<file path="config.mk">
export PLATFORM = sky130hd
export DESIGN_NAME = number_speller
export DESIGN_NICKNAME = d
export VERILOG_FILES = /design/src/rtl/speller_pkg.sv /design/src/rtl/number_speller_word_rom.sv /design/src/rtl/number_speller.sv
export SDC_FILE = /design/constraint.sdc
export NUM_CORES = 1
export LEC_CHECK = 0
export CAP_MARGIN = 40
export CORE_MARGIN = 8
export CORE_UTILIZATION = 40
export DETAILED_ROUTE_END_ITERATION = 8
export SLEW_MARGIN = 20
export SYNTH_ARGS = -nofsm -noshare
export SYNTH_HDL_FRONTEND = slang
export SYNTH_SLANG_ARGS = --single-unit
</file>
<file path="constraint.sdc">
create_clock -name clk -period 5.3 [get_ports clk]
set_clock_uncertainty 0.05 [all_clocks]
set_input_delay 1.06 -clock clk [delete_from_list [all_inputs] [get_ports clk]]
set_output_delay 1.06 -clock clk [all_outputs]
set_load 0.005 [all_outputs]
</file>
<file path="src/rtl/speller_pkg.sv">
// Shared word vocabulary for the number speller: word IDs, word lengths and
// a character lookup over left-aligned ASCII word images.
package speller_pkg;

  localparam int MAX_WORDS    = 5;
  localparam int MAX_WORD_LEN = 9;
  localparam int IDX_W        = $clog2(MAX_WORD_LEN);

  typedef enum logic [4:0] {
    W_NONE = 5'd0,
    W_ONE, W_TWO, W_THREE, W_FOUR, W_FIVE, W_SIX, W_SEVEN, W_EIGHT, W_NINE,
    W_TEN, W_ELEVEN, W_TWELVE, W_THIRTEEN, W_FOURTEEN, W_FIFTEEN, W_SIXTEEN,
    W_SEVENTEEN, W_EIGHTEEN, W_NINETEEN,
    W_TWENTY, W_THIRTY, W_FORTY, W_FIFTY, W_SIXTY, W_SEVENTY, W_EIGHTY, W_NINETY,
    W_HUNDRED, W_AND, W_THOUSAND
  } word_id_t;

  localparam logic [3:0] WORD_LEN [32] = '{
    4'd0,
    4'd3, 4'd3, 4'd5, 4'd4, 4'd4, 4'd3, 4'd5, 4'd5, 4'd4,
    4'd3, 4'd6, 4'd6, 4'd8, 4'd8, 4'd7, 4'd7, 4'd9, 4'd8, 4'd8,
    4'd6, 4'd6, 4'd5, 4'd5, 4'd5, 4'd7, 4'd6, 4'd6,
    4'd7, 4'd3, 4'd8,
    4'd0
  };

  // Word text packed first-letter-in-MSB, zero padded on the right.
  function automatic logic [71:0] word_text(input word_id_t id);
    case (id)
      W_ONE:       return {"one", 48'h0};
      W_TWO:       return {"two", 48'h0};
      W_THREE:     return {"three", 32'h0};
      W_FOUR:      return {"four", 40'h0};
      W_FIVE:      return {"five", 40'h0};
      W_SIX:       return {"six", 48'h0};
      W_SEVEN:     return {"seven", 32'h0};
      W_EIGHT:     return {"eight", 32'h0};
      W_NINE:      return {"nine", 40'h0};
      W_TEN:       return {"ten", 48'h0};
      W_ELEVEN:    return {"eleven", 24'h0};
      W_TWELVE:    return {"twelve", 24'h0};
      W_THIRTEEN:  return {"thirteen", 8'h0};
      W_FOURTEEN:  return {"fourteen", 8'h0};
      W_FIFTEEN:   return {"fifteen", 16'h0};
      W_SIXTEEN:   return {"sixteen", 16'h0};
      W_SEVENTEEN: return "seventeen";
      W_EIGHTEEN:  return {"eighteen", 8'h0};
      W_NINETEEN:  return {"nineteen", 8'h0};
      W_TWENTY:    return {"twenty", 24'h0};
      W_THIRTY:    return {"thirty", 24'h0};
      W_FORTY:     return {"forty", 32'h0};
      W_FIFTY:     return {"fifty", 32'h0};
      W_SIXTY:     return {"sixty", 32'h0};
      W_SEVENTY:   return {"seventy", 16'h0};
      W_EIGHTY:    return {"eighty", 24'h0};
      W_NINETY:    return {"ninety", 24'h0};
      W_HUNDRED:   return {"hundred", 16'h0};
      W_AND:       return {"and", 48'h0};
      W_THOUSAND:  return {"thousand", 8'h0};
      default:     return 72'h0;
    endcase
  endfunction

  function automatic logic [7:0] word_char(input word_id_t id, input logic [IDX_W-1:0] index);
    logic [71:0] shifted;
    shifted = word_text(id) << {index, 3'b000};
    return shifted[71:64];
  endfunction

endpackage

</file>
<file path="src/rtl/number_speller_word_rom.sv">
// Combinational word lookup: (word, character index) -> ASCII character and
// an end-of-word flag.
module word_rom
  import speller_pkg::*;
(
  input  logic [4:0]       word,
  input  logic [IDX_W-1:0] index,
  output logic [7:0]       ch,
  output logic             last
);

  assign ch   = word_char(word_id_t'(word), index);
  assign last = (WORD_LEN[word] != 4'd0) && (index == WORD_LEN[word] - 4'd1);

endmodule

</file>
<file path="src/rtl/number_speller.sv">
// Spells a number 1..1000 in British English as a stream of lowercase ASCII
// characters, one per char_valid/char_ready handshake.
module number_speller
  import speller_pkg::*;
#(
  parameter bit EMIT_SPACES = 1'b0
) (
  input  logic        clk,
  input  logic        reset,
  input  logic        num_valid,
  output logic        num_ready,
  input  logic [9:0]  num_value,
  output logic        char_valid,
  input  logic        char_ready,
  output logic [7:0]  char_data,
  output logic        char_last,
  output logic        bad_num,
  output logic [15:0] letter_total
);

  localparam logic [1:0] IDLE  = 2'd0;
  localparam logic [1:0] LOAD  = 2'd1;
  localparam logic [1:0] EMIT  = 2'd2;
  localparam logic [1:0] SPACE = 2'd3;

  logic [1:0]       state;
  logic [9:0]       value;
  word_id_t         words [MAX_WORDS];
  logic [2:0]       word_count;
  logic [2:0]       wi;
  logic [IDX_W-1:0] ci;
  logic [15:0]      total;
  logic             bad;

  logic [3:0] h, t, o;
  logic [6:0] rem;
  word_id_t   list [MAX_WORDS];
  logic [2:0] n;

  // Word list built in spoken order; n ends as the number of words.
  always_comb begin
    h   = 4'(value / 10'd100);
    rem = 7'(value % 10'd100);
    t   = 4'(rem / 7'd10);
    o   = 4'(rem % 7'd10);
    for (int i = 0; i < MAX_WORDS; i++) list[i] = W_NONE;
    n = 3'd0;
    if (value == 10'd1000) begin
      list[0] = W_ONE;
      list[1] = W_THOUSAND;
      n = 3'd2;
    end else begin
      if (h != 4'd0) begin
        list[n] = word_id_t'({1'b0, h});
        n = n + 3'd1;
        list[n] = W_HUNDRED;
        n = n + 3'd1;
        if (rem != 7'd0) begin
          list[n] = W_AND;
          n = n + 3'd1;
        end
      end
      if (t == 4'd1) begin
        list[n] = word_id_t'(5'(rem));
        n = n + 3'd1;
      end else if (t >= 4'd2) begin
        list[n] = word_id_t'(5'(t) + 5'd18);
        n = n + 3'd1;
      end
      if (o != 4'd0 && t != 4'd1) begin
        list[n] = word_id_t'({1'b0, o});
        n = n + 3'd1;
      end
    end
  end

  logic [7:0] rom_ch;
  logic       rom_last;
  logic       final_char;

  word_rom u_rom (
    .word  (words[wi]),
    .index (ci),
    .ch    (rom_ch),
    .last  (rom_last)
  );

  assign final_char = rom_last && (wi == word_count - 3'd1);

  always_ff @(posedge clk or posedge reset) begin
    if (reset) begin
      state      <= IDLE;
      value      <= 10'd0;
      word_count <= 3'd0;
      wi         <= 3'd0;
      ci         <= '0;
      total      <= 16'd0;
      bad        <= 1'b0;
      for (int i = 0; i < MAX_WORDS; i++) words[i] <= W_NONE;
    end else begin
      bad <= 1'b0;
      case (state)
        IDLE: begin
          if (num_valid) begin
            value <= num_value;
            if (num_value == 10'd0 || num_value > 10'd1000) bad <= 1'b1;
            else state <= LOAD;
          end
        end
        LOAD: begin
          for (int i = 0; i < MAX_WORDS; i++) words[i] <= list[i];
          word_count <= n;
          wi         <= 3'd0;
          ci         <= '0;
          state      <= EMIT;
        end
        EMIT: begin
          if (char_ready) begin
            total <= total + 16'd1;
            if (final_char) begin
              state <= IDLE;
            end else if (rom_last) begin
              wi <= wi + 3'd1;
              ci <= '0;
              if (EMIT_SPACES) state <= SPACE;
            end else begin
              ci <= ci + 1'b1;
            end
          end
        end
        SPACE: begin
          if (char_ready) state <= EMIT;
        end
        default: state <= IDLE;
      endcase
    end
  end

  assign num_ready    = (state == IDLE);
  assign char_valid   = (state == EMIT) || (state == SPACE);
  assign char_data    = (state == EMIT) ? rom_ch : (state == SPACE) ? 8'h20 : 8'h00;
  assign char_last    = (state == EMIT) && final_char;
  assign bad_num      = bad;
  assign letter_total = total;

endmodule

</file>
-- After elaboration in Yosys (flattened, before gate mapping)
Memory sizes are Yosys's and may differ from the RTL's.
Cells that the tools add are included.
Widths: inputs -> output; s select.
- eq/ne operators: 15
- multiplexer cells: 48
- add/subtract/negate cells: 8
- multipliers: 0
- order comparisons: 8
- divide/modulo/power cells: 4
- bitwise gates (word level): 4
- reductions and logical operators: 20
- shifts and indexed selects: 1
- operator list (cell ; number):
    $mux 25 ; 4
    $bwmux 25 ; 3
    $shl 72x7->72 ; 1
    $demux 5 s3 ; 2
    $mux 15 ; 2
    $mux 3 ; 9
    $mux 5 ; 5
    $mux 4 ; 5
    $add 16x1->16 const B ; 1
    $bmux 5 s3 ; 1
    $mux 14 ; 1
    $ne 2x2->1 const B ; 7
    $ge 4x4->1 const B ; 3
    $mux 2 ; 6
    $not 3->4 ; 3
    $reduce_bool 4->1 ; 3
    $div 10x7->10 const B ; 1
    $eq 10x10->1 const B ; 1
    $gt 10x10->1 const B ; 1
    $logic_not 10->1 ; 1
    $mod 10x7->10 const B ; 1
    $mux 10 ; 1
    $add 3x1->3 const B ; 3
    $lt 4x1->1 const B ; 2
    other kinds (30) ; 41
- memory bits (writable): 0
- bits in read-only memories: 2048
- bits in latches: 0
- register bits: 64
- word-level logic and storage cells: 122
- bits of input ports: 14
- memories: 2
- output and inout port bits: 28
- memory list (memory ; depth ; bits a word ; rd ports ; clocked after memory_dff ; write ports ; RTL line ; source):
    (name not given) ; 32 ; 60 ; 1 ; 0 ; 0 ; speller_pkg.sv:29 ; case (id)
    (name not given) ; 32 ; 4 ; 1 ; 0 ; 0 ; number_speller_word_rom.sv:13 ; assign last = (WORD_LEN[word] != 4'd0) && (index == WORD_LEN[word] - 4'd1);

-- Longest topological paths before layout
Gate-level depths: netlist of the first run.
- word-level depth: 17
- gate-level depth with buffers: 25
- gate-level depth less buffers: 21

-- Hierarchy
From an unflattened synthesis of the first run, not the netlist that was laid out.
- cell total of the unflattened synthesis: 887
- area, all modules: 7061.8 µm²
- by module, submodules not included (module ; sequential area each (µm²) ; instances ; cells each ; area each (µm²)):
    number_speller ; 1576.5 ; 1 ; 547 ; 4859.7
    word_rom ; 0.0 ; 1 ; 340 ; 2202.1

-- Least setup slack after synthesis of the first run
No wires, ideal clock.
- path kind: reg-to-output
- from: register wi[0]
- to: output char_last
- stages on the path, launching flop included: 20
- arrival: 4.575 ns
- setup slack: -0.385 ns
- buffers on the path: 4
- data required time: 4.190 ns
- cells stage by stage: dfrtp_1 -> clkbuf_1 -> mux4_2 -> mux2i_1 -> clkbuf_1 -> clkbuf_1 -> buf_1 -> ha_1 -> and2_1 -> o32a_1 -> o21ai_0 -> nor2_1 -> nor2_1 -> ha_1 -> xnor2_1 -> nor3_1 -> a31oi_1 -> or3_1 -> nor4_1 -> and2_1
- word-level cells in the longest chain between the ends: 13
- elaborated cells between the ends (all ways): 15
- those cells by class: add/sub (1); eq/ne (2); mux (5); bitwise (2); reduce/logical (4); memory (1)
- ends and longest elaborated chain (element ; RTL line ; source):
    from (decl) ; number_speller.sv:30 ; logic [2:0] wi;
    from (signal assigned) ; number_speller.sv:123 ; wi <= wi + 3'd1;
    $not 3->4 (implied by the code) ; number_speller.sv:82 ; .word (words[wi]),
    $bmux 5 s3 ; number_speller.sv:82 ;
    $mux 5 (implied by the code) (2 in a row) ; number_speller.sv:82 ;
    $not 5->6 (implied by the code) ; number_speller_word_rom.sv:13 ;
    $mem_v2 32x4 ; -- ;
    $mux 4 (implied by the code) (2 in a row) ; number_speller_word_rom.sv:13 ;
    $sub 4x1->4 ; number_speller_word_rom.sv:13 ;
    $eq 4x4->1 ; number_speller_word_rom.sv:13 ;
    $logic_and 1x1->1 ; number_speller_word_rom.sv:13 ;
    $logic_and 1x1->1 (*) ; number_speller.sv:88 ; assign final_char = rom_last && (wi == word_count - 3'd1);
    $logic_and 1x1->1 (*) ; number_speller.sv:142 ; assign char_last = (state == EMIT) && final_char;
    to (decl) ; number_speller.sv:16 ; output logic char_last,
Mark *: on every way between the ends. The rest lies on a longest branch, timed or not. The select of a mux whose other input is x is not followed.

-- Worst setup path after layout of the first run
- from: register wi[0]
- to: output char_data[0]
- word-level cells in the longest chain between the ends: 7
- ends and longest elaborated chain (element ; RTL line ; source):
    $not 3->4 (implied by the code) ; number_speller.sv:82 ;
    $bmux 5 s3 ; number_speller.sv:82 ;
    $mux 5 (implied by the code) (2 in a row) ; number_speller.sv:82 ;
    $mem_v2 32x60 ; -- ;
    $shl 72x7->72 ; speller_pkg.sv:66 ; shifted = word_text(id) << {index, 3'b000};
    $mux 8 ; number_speller.sv:141 ; assign char_data = (state == EMIT) ? rom_ch : (state == SPACE) ? 8'h20 : 8'h00;
    to (decl) ; number_speller.sv:15 ; output logic [7:0] char_data,
Every way passes these cells. The select of a mux whose other input is x is not followed.

==> summary.txt, run 1 <==
Synthesis
  – Register area share after synthesis: 24.2%
  – Mapped Cells: 858
  – Post-synth top cells: nand2_1, o21ai_0, nor2_1
  – Avg Inst Size Synth: 7.60 um^2
  – Share of the synthesized area in the top cell type: 24.2%
  – Ys flop type: dfrtp_1
  – Synth unique cells: 84
  – #FFs+latches synth: 63
  – Async set or reset register ratio after synthesis: 100%
  – Syn Std Cell Area: 6520 um^2
  – Synth area leaders: dfrtp_1, nand2_1, o21ai_0
  – YS warnings: 0
  – Syn_nets: 894
  – Top-count cell post-synth: nand2_1
  – Number of synthesized flops with an enable pin: 0
  – Post-synth top area cell: dfrtp_1

Timing
  – Worst slew pin tran: 0.626 ns
  – Fin. max-slew vios: 0
  – RSZ-0062 raised after global routing: true
  – Final setup fails: 0
  – Period utilization: 97.6%
  – Slew margin rel.: 58.3%
  – Max Freq: 193 MHz
  – Min cycle time layout: 5.17 ns
  – Final hold violation count: 0

GRT
  – Largest net degree at the start of global routing: 64
  – Number of global-route vias before repair: 6749
  – First-pass GRT wire length: 34.5 mm
  – Antenna violations before repair: 0
  – Total global routing track utilization: 20.5%
  – Gr ovfl total: 0

Route
  – Routed vias/inst: 5.95
  – Pre-antenna DRT Iters: 5
  – Post-Route WL: 21.3 mm
  – DR vias: 7305
  – Antenna viol nets, final: 0
  – Initial DRC Count: 695
  – Post-route DRC: 0
  – WL/cell: 17.3 um

Cells and area
  – Final #Nets: 1043
  – N_diodes: 0
  – Area grow syn2layout: 34.3%
  – Share of layout cells above drive strength 1: 25.8%
  – Cell area after layout: 8760 um^2
  – Filler instances: 1507

Floorplanning
  – Std-Cell Rows: 46
  – Core area: 15900 um^2
  – Chip width: 144 um
  – Die height: 144 um
  – Die area: 20600 um^2
  – Num ports: 42
  – Starting Density: 41.0%

Placement
  – Area post-placement: 8050 um^2
  – DP Wirelength: 15.7 mm
  – GP Congestion: 0.975
  – I/O Buffers: 40

Clocking
  – CTS tree: done
  – CTS Buf Count: 9
  – Worst-case clock buffer depth: 2
  – Clk root buf: clkbuf_16
  – Worst-path clk slew: 0.05 ns
  – CTS Hold Bufs: 0
  – Worst skew pair latency: 0.33 ns
  – H-tree depth: 3
  – Sink Count: 63

Hold path
  – Worst hold path class: reg2reg

Critical path
  – WS Path Type: reg2out
  – CP Data Required Time: 4.19 ns
  – WP data arrival: 4.06 ns
  – Crit Path Max Fanout: 6
  – Setup crit end kind: output port
  – Startpoint types: flip-flop

Outcome
  – Outcome: complete, no violations

Run
  – Max Cap Viol: 0
final timing paths:
check | startpoint | end | depth (start not counted) | slack, ns
setup / recovery | wi[0]$_DFFE_PP0P_ | char_data[0] | 13 | 0.13
hold / removal | words[5]$_DFFE_PP0N_ | words[5]$_DFFE_PP0N_ | 1 | 0.43
setup reg to reg | value[7]$_DFFE_PP0P_ | word_count[1]$_DFFE_PP0N_ | 21 | 0.20
hold reg to reg | words[5]$_DFFE_PP0N_ | words[5]$_DFFE_PP0N_ | 1 | 0.43
max in group asynchronous | reset | value[7]$_DFFE_PP0P_ | 4 | 3.74
min in group asynchronous | reset | letter_total[0]$_DFFE_PP0P_ | 3 | 0.97
layout make-up:
class	count	area [um^2]	area share, %
clock buffer	11	233	2.66
clock inverter	5	106	1.21
inverter	26	97.6	1.11
multi-input combinational	701	4790	54.7
sequential	63	1580	18.1
tap	216	270	3.09
timing repair buffer	206	1680	19.1
cells by family after synthesis:
family	after synthesis	synth area share, %
buffers and inverters	94	5.93
adder cells (fa/ha/maj)	23	4.40
flip-flops	63	24.2
AND/OR/NAND/NOR	302	21.5
AO/OA/AOI/OAI	310	32.6
XOR/XNOR	35	4.70
other	1	0.0575
multiplexers	30	6.64
registers in the layout, summed over array words and instances (netlist names):
name	flops
bad_num	1
ci	4
letter_total	16
state	2
value	10
wi	3
word_count	3
words	24
routing by layer:
layer	wire length, um	share of wire, %	GRT usage [%]
met1	10000	47	29.6
met2	9200	43	29.9
met3	1730	8.1	4.88
met4	322	1.5	4.65
met5	0	0	0
cell usage in the layout (no fill, tap or decap), types with 5 or more instances in the layout:
cell             netlist  final
nor3_1                21     18
mux4_2                 9      9
dfrtp_1               63     59
nand4_1                7      7
nor2_1                66     65
o21a_1                 5      5
a21oi_2                1      6
mux2i_1               14      9
a31oi_1               11     10
a311oi_1               6      6
a211oi_1              11      8
nand3_1               31     31
buf_4                  2    162
a21oi_1               62     57
inv_1                 22     21
a21o_1                15     15
and2_1                10     10
mux2_2                 6      5
o31ai_1                6      5
o211ai_1              13     13
a221oi_1              10     10
xnor2_1               30     29
nand2_1              115    114
clkdlybuf4s50_1        0     38
a22o_1                 8      8
or3_1                  7      5
nand2b_1               9      9
o221ai_1               7      7
o21ai_0               84     75
ha_1                  22     18
nor2b_1                6      6
o21ai_1                4     10
a32oi_1                5      5
and3_1                 7      7
o32a_1                 5      5
o22ai_1               10      9
xor2_1                 5      5
clkbuf_16              0      9
worst max-delay path, stage by stage, from the launching register on:
cell and delay [ns]:
dfrtp_2 0.41, buf_4 0.13, mux4_2 0.49, mux2i_2 0.19
buf_4 0.17, inv_1 0.05, buf_4 0.16, ha_2 0.22
o21ai_0 0.17, a21oi_1 0.09, mux4_2 0.50, mux4_2 0.53
nor3_2 0.12, clkdlybuf4s50_1 0.52
timing repair:
action / 4_1_cts / 5_1_grt
resized for setup: 12 / 53
buffers inserted: 5 / 10
pin swaps: 4 / 17
setup endpoints to repair: 7 / 21
per-stage QoR:
| step | setup slack (ns) | util [%] | setup TNS (ns) | cells | hold slack [ns] |
|---|---|---|---|---|---|
| 6_report | 0.126 | 55.1 | 0 | 1228 | 0.425 |
| 5_1_grt | -0.0667 | 55.1 | -0.159 | 1228 | 0.453 |
| 4_1_cts | 0.00553 | 53.3 | 0 | 1217 | 0.426 |
| 3_5_place_dp | -0.217 | 50.7 | -0.239 | 1196 | 0.415 |
| 3_3_place_gp | -0.0982 | 50.7 | -0.0982 | 1196 | 0.409 |
| 2_1_floorplan | 0.0686 | - | 0 | 858 | 0.392 |
Power of run 1 is left out: the tool's default activity adds up to more than one toggle a clock period on the data nets, which glitch-free logic cannot reach.
==> inputs of run 2 (changes only) <==
- TNS_END_PERCENT: default -> 1
==> run 2 against run 1 <==
Compared with the run above:
- routed wire length decreased by 0.33%
- final area decreased by 0.83%
- sequential share of layout area increased by 0.15 points
- critical path depth unchanged
- cell count decreased by 0.49%
- register-to-register slack got worse by 0.05 ns
- worst setup slack got worse by 0.0080 ns
- global-route usage about the same
- critical path type unchanged
- largest cell class unchanged
- highest routed layer unchanged
==> summary.txt, run 2 (synthesized netlist as in run 1, its figures left out) <==
Timing
  – Final hold violation count: 0 (unchanged)
  – Fin. max-slew vios: 0 (unchanged)
  – Final setup margin: 0.118 ns (-0.00800 ns)
  – RSZ-0062 raised after global routing: true
  – Setup TNS: 0 ns (unchanged)
  – Final setup fails: 0 (unchanged)
  – Slew margin rel.: 59.8% (+1.6 points)
  – Max Freq: 193 MHz (-0.15%)
  – Period utilization: 97.8% (+0.15 points)
  – Min cycle time layout: 5.18 ns (+0.00800 ns)
  – Worst slew pin tran: 0.602 ns (-0.0234 ns)

Floorplanning
  – Starting Density: 41.0% (unchanged)
  – Die height: 144 um (unchanged)
  – Num ports: 42 (unchanged)
  – Core area: 15900 um^2 (unchanged)
  – Std-Cell Rows: 46 (unchanged)
  – Die area: 20600 um^2 (unchanged)
  – Chip width: 144 um (unchanged)

Cells and area
  – Most common cell after layout, fill and taps aside: buf_4
  – Area grow syn2layout: 33.2%
  – Share of layout cells above drive strength 1: 25.0% (-0.84 points)
  – Final core occ: 54.7% (-0.46 points)
  – Final non-filler cell total: 1222 (-0.49%)
  – N_diodes: 0 (unchanged)
  – Max reg flops: 24 (unchanged)
  – Filler instances: 1521 (+0.93%)
  – Final #Nets: 1037 (-0.58%)
  – Top reg by flops: words
  – Most frequent cells in the layout: buf_4, nand2_1, o21ai_0

Critical path
  – CP peak stage delay: 0.53 ns (about the same)
  – Setup crit end kind: output port
  – Critical-path cell list: buf_4 > mux4_2 > mux2i_2 > buf_4 > inv_1 > buf_4 > ha_2 > o21ai_0 > a21oi_1 > mux4_2 > mux4_2 > nor3_2 > clkdlybuf4s50_1
  – Crit path from: wi[0]$_DFFE_PP0P_
  – Delay-heaviest family, CP: multiplexers
  – Reg2Reg Setup Slack: 0.15 ns (-0.05 ns)
  – CP Data Required Time: 4.19 ns (about the same)
  – WP data arrival: 4.07 ns (about the same)
  – Startpoint types: flip-flop
  – R2R Path Start: value[7]$_DFFE_PP0P_
  – Buf/Inv on CP: 5 (unchanged)
  – Critical-path top delay cell: mux4_2
  – Worst r2r path cells: 20 (-4.8%)
  – WS Path Type: reg2out
  – Crit Path Max Fanout: 6 (unchanged)
  – Crit path depth: 13 (unchanged)
  – FF-to-FF End: word_count[1]$_DFFE_PP0N_

Hold path
  – Worst hold path class: reg2reg
  – Hold endpoint: words[5]$_DFFE_PP0N_
  – Worst hold stages: 1 (unchanged)
  – Hold path start: words[5]$_DFFE_PP0N_

Route
  – Routed vias/inst: 5.91 (-0.66%)
  – Initial DRC Count: 612 (-12%)
  – DR vias: 7221 (-1.1%)
  – Antenna viol nets, final: 0 (unchanged)
  – Pre-antenna DRT Iters: 5 (unchanged)
  – Post-Route WL: 21.2 mm (-0.33%)
  – WL/cell: 17.3 um (+0.16%)
  – Post-route DRC: 0 (unchanged)

GRT
  – Number of global-route vias before repair: 6727 (-0.33%)
  – First-pass GRT wire length: 34.4 mm (about the same)
  – Total global routing track utilization: 20.4% (-0.028 points)
  – Gr ovfl total: 0 (unchanged)
  – Largest net degree at the start of global routing: 64 (unchanged)
  – Antenna violations before repair: 0 (unchanged)

Clocking
  – Clk root buf: clkbuf_16
  – H-tree depth: 3 (unchanged)
  – CTS Hold Bufs: 0 (unchanged)
  – Worst-case clock buffer depth: 2 (unchanged)
  – CTS Buf Count: 9 (unchanged)
  – Worst-path clk slew: 0.05 ns (about the same)
  – CTS tree: done
  – Worst skew pair latency: 0.33 ns (about the same)
  – Sink Count: 63 (unchanged)

Placement
  – I/O Buffers: 40 (unchanged)
  – DP Wirelength: 15.7 mm (unchanged)
  – Placed cells: 1196 (unchanged)
  – Pre-CTS WS: -0.217 ns (unchanged)
  – GP Congestion: 0.975 (unchanged)

Run
  – Max Cap Viol: 0 (unchanged)

Outcome
  – Outcome: complete, no violations
==> run 2: how the worst max path moves through the flow <==
stage,end,slack [ns]
after floorplan,char_last,0.07
after global placement,char_last,-0.1
after detailed placement,char_last,-0.22
after global routing,word_count[2]$_DFFE_PP0N_,-0.11
final,char_data[0],0.12
after CTS,char_data[5],-0.04
==> run 2: what timing repair did <==
action / 4_1_cts / 5_1_grt
resized for setup: 13 / 45
pin swaps: 3 / 10
setup endpoints to repair: 7 / 23
setup buffers: 1 / 8
==> run 2: final cells by class <==
type | count | area, um^2 | area share, %
clock buffers | 11 | 233 | 2.68
clock inverters | 5 | 106 | 1.22
inverters | 26 | 97.6 | 1.12
multi-input cells | 701 | 4770 | 54.9
flip-flops and latches | 63 | 1580 | 18.2
well taps | 216 | 270 | 3.11
repair buffers | 200 | 1630 | 18.8
==> run 2: stage by stage <==
stage          cell area [um^2]  hold WS [ns]
5_1_grt                    8680         0.453
3_5_place_dp               8050         0.415
2_1_floorplan              6540         0.392
3_3_place_gp               8050         0.409
6_report                   8680         0.425
4_1_cts                    8450         0.426
==> run 2: layer usage <==
| metal | wire [um] | vias to the layer above | GRT usage, % | part of all wire, % |
|---|---|---|---|---|
| met5 | 0 | - | 0 | 0 |
| met4 | 247 | 0 | 4.65 | 1.2 |
| met3 | 1690 | 30 | 4.81 | 8.0 |
| met2 | 9220 | 321 | 29.8 | 44 |
| met1 | 10000 | 3396 | 29.7 | 47 |
| li1 | - | 3474 | - | - |
Power of run 2 is left out for the same reason.
==> inputs of run 3 (changes only) <==
- ABC_AREA: default -> 1
==> run 3 against run 2 <==
Compared with the run above:
- register-to-register slack improved by 0.32 ns
- routed wire length down 9.0%
- count of clock-buffer cells in the layout unchanged
- critical path depth is 3 higher
- core utilization decreased by 6.5 points
- sequential cell count stayed put
- critical endpoint is now char_data[3]
- critical path type unchanged
==> summary.txt, run 3 <==
Clocking
  – CTS Hold Bufs: 0 (unchanged)
  – Clk root buf: clkbuf_16
  – H-tree depth: 3 (unchanged)
  – Worst-path clk slew: 0.05 ns (about the same)
  – Worst-case clock buffer depth: 2 (unchanged)
  – Sink Count: 63 (unchanged)
  – CTS tree: done
  – CTS Buf Count: 9 (unchanged)
  – Worst skew pair latency: 0.33 ns (about the same)

Synthesis
  – Syn Std Cell Area: 6220 um^2 (-4.6%)
  – Post-synth top cells: nand2_1, inv_1, nor2_1
  – Share of the synthesized area in the top cell type: 25.3% (+1.2 points)
  – Post-synth top area cell: dfrtp_1
  – Synth area leaders: dfrtp_1, nand2_1, inv_1
  – Syn_nets: 990 (+11%)
  – Register area share after synthesis: 25.3% (+1.2 points)
  – Ys flop type: dfrtp_1
  – Mapped Cells: 954 (+11%)
  – Top-count cell post-synth: nand2_1
  – #FFs+latches synth: 63 (unchanged)
  – Synth unique cells: 53 (-37%)
  – Async set or reset register ratio after synthesis: 100% (unchanged)
  – Avg Inst Size Synth: 6.52 um^2 (-14%)
  – YS warnings: 0 (unchanged)
  – Number of synthesized flops with an enable pin: 0 (unchanged)

Floorplanning
  – Std-Cell Rows: 45 (-2.2%)
  – Die height: 141 um (-2.1%)
  – Num ports: 42 (unchanged)
  – Starting Density: 40.9% (-0.12 points)
  – Chip width: 141 um (-2.1%)
  – Core area: 15200 um^2 (-4.3%)
  – Die area: 19800 um^2 (-4.1%)

Cells and area
  – Max reg flops: 24 (unchanged)
  – Most common cell after layout, fill and taps aside: nand2_1
  – Share of layout cells above drive strength 1: 15.7% (-9.3 points)
  – Top reg by flops: words
  – Area of the multi-input gates: 4030 um^2 (-15%)
  – Area grow syn2layout: 17.8%
  – Filler instances: 1564 (+2.8%)
  – Final #Nets: 1044 (+0.68%)
  – Final core occ: 48.2% (-6.5 points)
  – N_diodes: 0 (unchanged)
  – Storage cell area: 1590 um^2 (+0.24%)
  – Most frequent cells in the layout: nand2_1, inv_1, nor2_1

Route
  – Routed vias/inst: 5.54 (-6.2%)
  – Post-Route WL: 19.3 mm (-9.0%)
  – Antenna viol nets, final: 0 (unchanged)
  – Initial DRC Count: 841 (+37%)
  – DR vias: 6659 (-7.8%)
  – Post-route DRC: 0 (unchanged)
  – WL/cell: 16.1 um (-7.4%)
  – Pre-antenna DRT Iters: 8 (+3)

Hold path
  – Worst hold path class: reg2reg
  – Hold path start: word_count[1]$_DFFE_PP0N_

Placement
  – I/O Buffers: 40 (unchanged)
  – GP Congestion: 0.999 (+2.5%)
  – DP Wirelength: 14.8 mm (-6.1%)

Timing
  – WHS: 0.426 ns (+0.000474 ns)
  – Max Freq: 202 MHz (+4.7%)
  – Period utilization: 93.4% (-4.4 points)
  – RSZ-0062 raised after global routing: false
  – Final hold violation count: 0 (unchanged)
  – Worst slew pin tran: 0.707 ns (+0.105 ns)
  – Min cycle time layout: 4.95 ns (-0.233 ns)
  – Slew margin rel.: 52.9% (-7.0 points)
  – Fin. max-slew vios: 0 (unchanged)
  – Setup TNS: 0 ns (unchanged)
  – Final setup fails: 0 (unchanged)

Critical path
  – Crit Path Max Fanout: 10 (+4)
  – CP Data Required Time: 4.19 ns (about the same)
  – WP data arrival: 3.84 ns (-0.23 ns)
  – WS Path Type: reg2out
  – Setup crit end kind: output port
  – Crit path from: wi[0]$_DFFE_PP0P_
  – R2R Path Start: value[6]$_DFFE_PP0P_
  – Startpoint types: flip-flop

GRT
  – Antenna violations before repair: 0 (unchanged)
  – Number of global-route vias before repair: 6099 (-9.3%)
  – Gr ovfl total: 0 (unchanged)
  – First-pass GRT wire length: 31.5 mm (-8.6%)
  – Largest net degree at the start of global routing: 45 (-30%)
  – Total global routing track utilization: 19.4% (-1.1 points)

Outcome
  – Outcome: complete, no violations

Run
  – Max Cap Viol: 0 (unchanged)
run 3: layer usage:
layer	track usage, %	wire [um]	vias up
li1	-	-	3276
met1	25.9	8290	3010
met2	29.6	8670	318
met3	3.75	1680	55
met4	8.82	642	0
met5	0	0	-
run 3: final cells by class:
class                           instances  share of cell area (%)
Multi-Input combinational cell        717                    55.0
Sequential cell                        63                    21.6
Timing Repair Buffer                   77                    9.34
Inverter                              140                    7.22
Tap cell                              188                    3.21
Clock buffer                           11                    3.18
Clock inverter                          5                   0.478
run 3: timing repair:
item	in CTS	in global routing
resized for setup	4	26
pin swaps	0	2
setup endpoints to repair	1	6
setup buffers	0	14
run 3: worst max-delay path, stage by stage, from the launching register on:
cell             delay (ns)
dfrtp_2                0.45
buf_4                  0.16
a21oi_1                0.12
o21ai_0                0.09
nand3_1                0.08
o21ai_1                0.09
buf_4                  0.20
ha_1                   0.27
nor2_1                 0.13
buf_4                  0.15
nor3_1                 0.06
o21ai_0                0.17
o21ai_0                0.23
a2111oi_0              0.51
a21oi_1                0.14
a21oi_1                0.16
clkdlybuf4s50_1        0.51
run 3: cell families after synthesis:
logic type	Yosys count	share of synthesized area, %
AOI/OAI and AO/OA	191	18.2
adders and majority gates	22	4.43
xor gates and xnor gates	24	3.38
DFF	63	25.3
other	1	0.0603
and+or+nand+nor	479	37.8
buffers and inverters	174	10.8
run 3: worst paths after layout:
kind                                                end  slack [ns]  depth (start not counted)
max                                        char_data[3]        0.35                         16
min                           word_count[1]$_DFFE_PP0N_        0.43                          2
max reg2reg                   word_count[2]$_DFFE_PP0N_        0.47                         44
min reg2reg                   word_count[1]$_DFFE_PP0N_        0.43                          2
max in group asynchronous             wi[0]$_DFFE_PP0P_        3.25                          3
min in group asynchronous  letter_total[13]$_DFFE_PP0P_        0.99                          2
run 3: stage by stage:
stage | std cells | setup slack [ns] | area, um^2
finish | 1201 | 0.350 | 7330
detailed placement | 1171 | 0.264 | 6880
CTS | 1187 | 0.0223 | 7160
global placement | 1171 | 0.346 | 6880
global route | 1201 | 0.00346 | 7330
floorplan | 954 | 0.458 | 6220
Power of run 3 is left out for the same reason.
